===== src/rtl/ball_renderer.sv =====
// Rectangular ball sprite: draws the ball against the VGA pixel stream and
// bounces it off all four screen edges, moving once every FRAME_DIV frames.
module ball_renderer #(
  parameter int H_RES     = 640,
  parameter int V_RES     = 480,
  parameter int X_W       = 10,
  parameter int Y_W       = 9,
  parameter int BALL_W    = 8,
  parameter int BALL_H    = 8,
  parameter int X_INIT    = 260,
  parameter int Y_INIT    = 300,
  parameter int STEP_X    = 1,
  parameter int STEP_Y    = 1,
  parameter int FRAME_DIV = 1
) (
  input  logic           clk_in,
  input  logic           i_rst,
  input  logic           i_enable,
  input  logic           o_active,
  input  logic [X_W-1:0] o_x,
  input  logic [Y_W-1:0] o_y,
  output logic           color,
  output logic [X_W-1:0] ball_x,
  output logic [Y_W-1:0] ball_y,
  output logic           bounce
);

  localparam logic [X_W:0] XMAX    = (X_W+1)'(H_RES - BALL_W);
  localparam logic [Y_W:0] YMAX    = (Y_W+1)'(V_RES - BALL_H);
  localparam logic [X_W:0] STEP_XW = (X_W+1)'(STEP_X);
  localparam logic [Y_W:0] STEP_YW = (Y_W+1)'(STEP_Y);
  localparam int           FC_W    = (FRAME_DIV > 1) ? $clog2(FRAME_DIV) : 1;

  typedef enum logic {S_HOLD, S_MOVE} state_t;

  state_t          state, state_nxt;
  logic            fe, fe_d, fe_rise, fc_last, move_go;
  logic [FC_W-1:0] fcnt;
  logic            dir_x, dir_y;
  logic [X_W:0]    nx;
  logic [Y_W:0]    ny;
  logic            hit;

  // Returns {new_dir, new_pos}; one extra bit of headroom keeps the sum from wrapping.
  function automatic logic [X_W:0] next_x(input logic [X_W-1:0] pos, input logic dir);
    logic [X_W:0] p, q;
    p = {1'b0, pos};
    if (dir) begin
      q = p + STEP_XW;
      if (q >= XMAX) return {1'b0, X_W'(XMAX)};
      return {1'b1, X_W'(q)};
    end
    if (p <= STEP_XW) return {1'b1, {X_W{1'b0}}};
    q = p - STEP_XW;
    return {1'b0, X_W'(q)};
  endfunction

  function automatic logic [Y_W:0] next_y(input logic [Y_W-1:0] pos, input logic dir);
    logic [Y_W:0] p, q;
    p = {1'b0, pos};
    if (dir) begin
      q = p + STEP_YW;
      if (q >= YMAX) return {1'b0, Y_W'(YMAX)};
      return {1'b1, Y_W'(q)};
    end
    if (p <= STEP_YW) return {1'b1, {Y_W{1'b0}}};
    q = p - STEP_YW;
    return {1'b0, Y_W'(q)};
  endfunction

  // Frame end is edge-detected so a held last pixel still counts once.
  assign fe      = (o_x == X_W'(H_RES - 1)) && (o_y == Y_W'(V_RES - 1));
  assign fe_rise = fe && !fe_d;
  assign fc_last = (fcnt == FC_W'(FRAME_DIV - 1));
  assign move_go = fe_rise && i_enable && fc_last;
  assign nx      = next_x(ball_x, dir_x);
  assign ny      = next_y(ball_y, dir_y);

  always_ff @(posedge clk_in) begin
    if (i_rst) state <= S_HOLD;
    else       state <= state_nxt;
  end

  always_comb begin
    state_nxt = state;
    case (state)
      S_HOLD:  if (move_go) state_nxt = S_MOVE;
      S_MOVE:  state_nxt = S_HOLD;
      default: state_nxt = S_HOLD;
    endcase
  end

  always_comb begin
    logic [X_W:0] px, x_lo, x_hi;
    logic [Y_W:0] py, y_lo, y_hi;
    px   = {1'b0, o_x};
    py   = {1'b0, o_y};
    x_lo = {1'b0, ball_x};
    y_lo = {1'b0, ball_y};
    x_hi = x_lo + (X_W+1)'(BALL_W - 1);
    y_hi = y_lo + (Y_W+1)'(BALL_H - 1);
    hit  = 1'b0;
    if (o_active && (px >= x_lo) && (px <= x_hi) && (py >= y_lo) && (py <= y_hi))
      hit = 1'b1;
  end

  // Stage boundary: registered colour, frame-edge history, motion state.
  always_ff @(posedge clk_in) begin
    if (i_rst) begin
      fe_d   <= 1'b0;
      fcnt   <= '0;
      dir_x  <= 1'b1;
      dir_y  <= 1'b1;
      ball_x <= X_W'(X_INIT);
      ball_y <= Y_W'(Y_INIT);
      color  <= 1'b0;
      bounce <= 1'b0;
    end else begin
      fe_d   <= fe;
      color  <= hit;
      bounce <= 1'b0;
      if (fe_rise && i_enable)
        fcnt <= fc_last ? '0 : fcnt + FC_W'(1);
      if (state == S_MOVE) begin
        dir_x  <= nx[X_W];
        ball_x <= nx[X_W-1:0];
        dir_y  <= ny[Y_W];
        ball_y <= ny[Y_W-1:0];
        bounce <= (nx[X_W] != dir_x) || (ny[Y_W] != dir_y);
      end
    end
  end

endmodule


===== config.mk =====
export PLATFORM = sky130hd
export DESIGN_NAME = ball_renderer
export DESIGN_NICKNAME = d
export VERILOG_FILES = /design/src/rtl/ball_renderer.sv
export SDC_FILE = /design/constraint.sdc
export NUM_CORES = 1
export LEC_CHECK = 0
export CAP_MARGIN = 0
export CORE_ASPECT_RATIO = 1.1
export CORE_MARGIN = 3
export CORE_UTILIZATION = 50
export CTS_BUF_LIST = sky130_fd_sc_hd__clkbuf_2
export DETAILED_ROUTE_END_ITERATION = 8
export PLACE_DENSITY_LB_ADDON = 0.25
export SLEW_MARGIN = 30
export SYNTH_ARGS = -nofsm -noshare
export SYNTH_HDL_FRONTEND = slang
export SYNTH_SLANG_ARGS = --single-unit

===== constraint.sdc =====
create_clock -name clk_in -period 3.2 [get_ports clk_in]
set_clock_uncertainty 0.15 [all_clocks]
set_input_delay 0.64 -clock clk_in [delete_from_list [all_inputs] [get_ports clk_in]]
set_output_delay 0.64 -clock clk_in [all_outputs]
set_load 0.1 [all_outputs]

==> metrics <==
area delta synth->final 14.47%; top_reg_cell synth dfxtp_1; reg2reg path depth 11; Mapped Nets approximately 490; DR vias approximately 3400; mapped cell area 3139 µm²; Remaining DRCs 0; Max Fanout on Critical Path 12; initial core utilization 53.08%; CTS H-tree lvls 1; Setup crit start ball_y[0]$_SDFFE_PP0P_; number of synthesized register bits 25; RSZ-0062 raised after global routing false; Netlist cell types 64; Reg2Reg Capture Point color$_SDFF_PP0_; Rows 29; number of nets in the layout between 500 and 600; postcts setup bufs 0; grt peak-use layer met2; critical path endpoint color$_SDFF_PP0_; 1st-iter DRT viols around 290; Die Ht 89.11 µm; final wirelength 9.413 mm; clock buffer depth 2; GPL Wtd Cong about 0.96; Post-synth EDFFs 0; Clock Sinks 25; arrival time at the worst endpoint roughly 3 ns; worst hold path class reg -> reg; f_max between 300 and 400 MHz; area share of the largest cell type after synthesis 17.54%; # setup viols final 0; max-capacitance violation count 0; Root Driver clkbuf_2; die area between 7000 and 8000 µm²; worst hold slack about 0.34 ns; GRT Resource Usage Total approximately a quarter; YS warnings 0; R2R Setup Slk between 0.3 and 0.4 ns; Setup TNS Final 0 ns; First-pass DRT Iterations 5; Fin. Hold Viols 0; Synth async-reset ratio 0%; period utilisation layout around nine tenths; Reg clk slew, reported paths a little under 0.3 ns; Ant. Diodes 0; total CTS buffers 3; reg2reg start ball_y[0]$_SDFFE_PP0P_; crit path time final approximately 2.9 ns; Lkg Pwr ~1.4 nW; Mapped Cells 420; largest net degree at the start of global routing 30; met1 usage around a third; Pins Over Slew Limit 0; status finished, final reports clean; first-pass GRT wire length 15.13 mm; antenna violations before repair 0; DP HPWL 7.248 mm; Mapped Avg Cell Area roughly 7.5 µm²; pwr dens approximately 160 nW/µm²; met3 Usage GRT approximately 2.4%; gr ovfl total 0; crit start category register; post-cts resize count 0; Seq/Total Area, Yosys 15.94%; synth top area cells ha_1, dfxtp_1, xnor2_1; Setup crit end kind register; Core ar. 5914 µm²; Post-CTS Hold Buffers 0; Final ANT Viol Nets 0; Clock Latency Late Sink slightly below 0.4 ns; Setup CP Type reg -> reg; slew margin rel. 55.63%; worst vdd ir 0.0001197 V; CTS tree yes; Avg WL per Cell roughly 18 µm; # port buffers 43; width of the die about 82 µm; Slew @ Worst Pin approximately 0.66 ns; vias per cell around 6.5; vias in the first global route 3189; grt met2 use between 40% and 50%; Worst EP required around 3.4 ns; Ports 44; post-layout util about three fifths; Synth area leader ha_1; layout cells sized above 1 roughly a tenth
[power by group]
part / internal (mW) / switching [mW] / total [mW]
Sequential: 0.313 / 0.0000411 / 0.313
Combinational: 0.0516 / 0.0461 / 0.0978
Clock: 0.0289 / 0.118 / 0.147
Total: 0.394 / 0.165 / 0.558
[sequential cells by signal (all words and copies together), names as in the netlist]
| signal | count |
|---|---|
| dir_x | 1 |
| fe_d | 1 |
| state | 1 |
| ball_y | 9 |
| dir_y | 1 |
| bounce | 1 |
| ball_x | 10 |
| color | 1 |
[per-stage QoR]
| step | power (mW) | setup WS [ns] | instances | area, µm² |
|---|---|---|---|---|
| 4_1_cts | 0.5617 | 0.3269 | 529 | 3593 |
| 3_5_place_dp | 0.4148 | 0.3852 | 525 | 3571 |
| 5_1_grt | 0.5835 | 0.05362 | 529 | 3593 |
| 2_1_floorplan | 0.3636 | 0.002762 | 420 | 3142 |
| 6_report | 0.5581 | 0.3401 | 529 | 3593 |
| 3_3_place_gp | 0.4122 | 0.4686 | 525 | 3571 |
[worst max-delay path: stages, from the launching register on]
cell	delay (ns)
dfxtp_1	0.65
inv_1	0.20
ha_1	0.27
nand2b_1	0.19
nand4_1	0.19
xnor2_1	0.17
ha_1	0.28
and4_1	0.20
nand4_1	0.10
o211ai_1	0.11
a31oi_1	0.08
nor4_1	0.22
[routing by layer]
metal,wire length (µm),vias up
met5,0,-
met1,3931,1589
met3,550,32
met2,4615,175
met4,316,0
li1,-,1647
[logic make-up (layout without fill, tap and decap cells)]
group,Yosys count,after routing,synth area share (%)
AOI/OAI and AO/OA,134,134,28.42
and+or+nand+nor,140,140,23.87
xor gates and xnor gates,22,22,6.138
buffers and inverters,53,85,7.413
DFF,25,25,15.94
muxes,2,2,0.6775
adders and majority gates,44,44,17.54
[layout make-up]
cell class                 instances  area, µm²
clock inverter                     1      7.507
fill                             549       2321
inverter                          26      97.59
multi-input combinational        342       2406
tap                               77      96.34
clock buffer                       3      15.01
timing repair buffer              55      467.9
sequential                        25      503.0
[cell usage after synthesis (3+ instances only)]
cell,instances
a211oi_1,5
a21o_1,8
a21oi_1,28
a31oi_1,18
a41oi_1,3
and2_1,4
and3_1,4
and4_1,3
buf_2,12
buf_4,3
clkbuf_1,10
dfxtp_1,25
ha_1,44
inv_1,25
nand2_1,32
nand2b_1,5
nand3_1,15
nand4_1,8
nand4b_1,6
nor2_1,24
nor2b_1,4
nor3_1,17
nor4_1,7
o2111ai_1,3
o211ai_1,4
o21a_1,4
o21ai_0,28
o21ai_1,4
o31ai_1,3
o32ai_1,3
xnor2_1,22
[cells in the final DEF, fill, tap and decap left out, types with 5 or more instances in the layout]
| cell | instances |
|---|---|
| ha_1 | 44 |
| buf_4 | 33 |
| nand2_1 | 32 |
| o21ai_0 | 28 |
| a21oi_1 | 28 |
| inv_1 | 25 |
| nor2_1 | 24 |
| dfxtp_1 | 23 |
| xnor2_1 | 22 |
| clkdlybuf4s50_1 | 22 |
| a31oi_1 | 18 |
| nor3_1 | 17 |
| nand3_1 | 15 |
| a21o_1 | 8 |
| nand4_1 | 8 |
| nor4_1 | 7 |
| nand4b_1 | 6 |
| a211oi_1 | 5 |
| nand2b_1 | 5 |
[worst min-delay path by stage]
stage,cells after the start,start,end,slack (ns)
6_report,2,fe_d$_SDFF_PP0_,state$_SDFF_PP0_,0.34
5_1_grt,2,fe_d$_SDFF_PP0_,state$_SDFF_PP0_,0.40
4_1_cts,2,fe_d$_SDFF_PP0_,state$_SDFF_PP0_,0.35
3_5_place_dp,2,fe_d$_SDFF_PP0_,state$_SDFF_PP0_,0.32
3_3_place_gp,2,fe_d$_SDFF_PP0_,state$_SDFF_PP0_,0.31
2_1_floorplan,2,fe_d$_SDFF_PP0_,state$_SDFF_PP0_,0.30
Note: power is estimated with default switching activity, not from simulation.
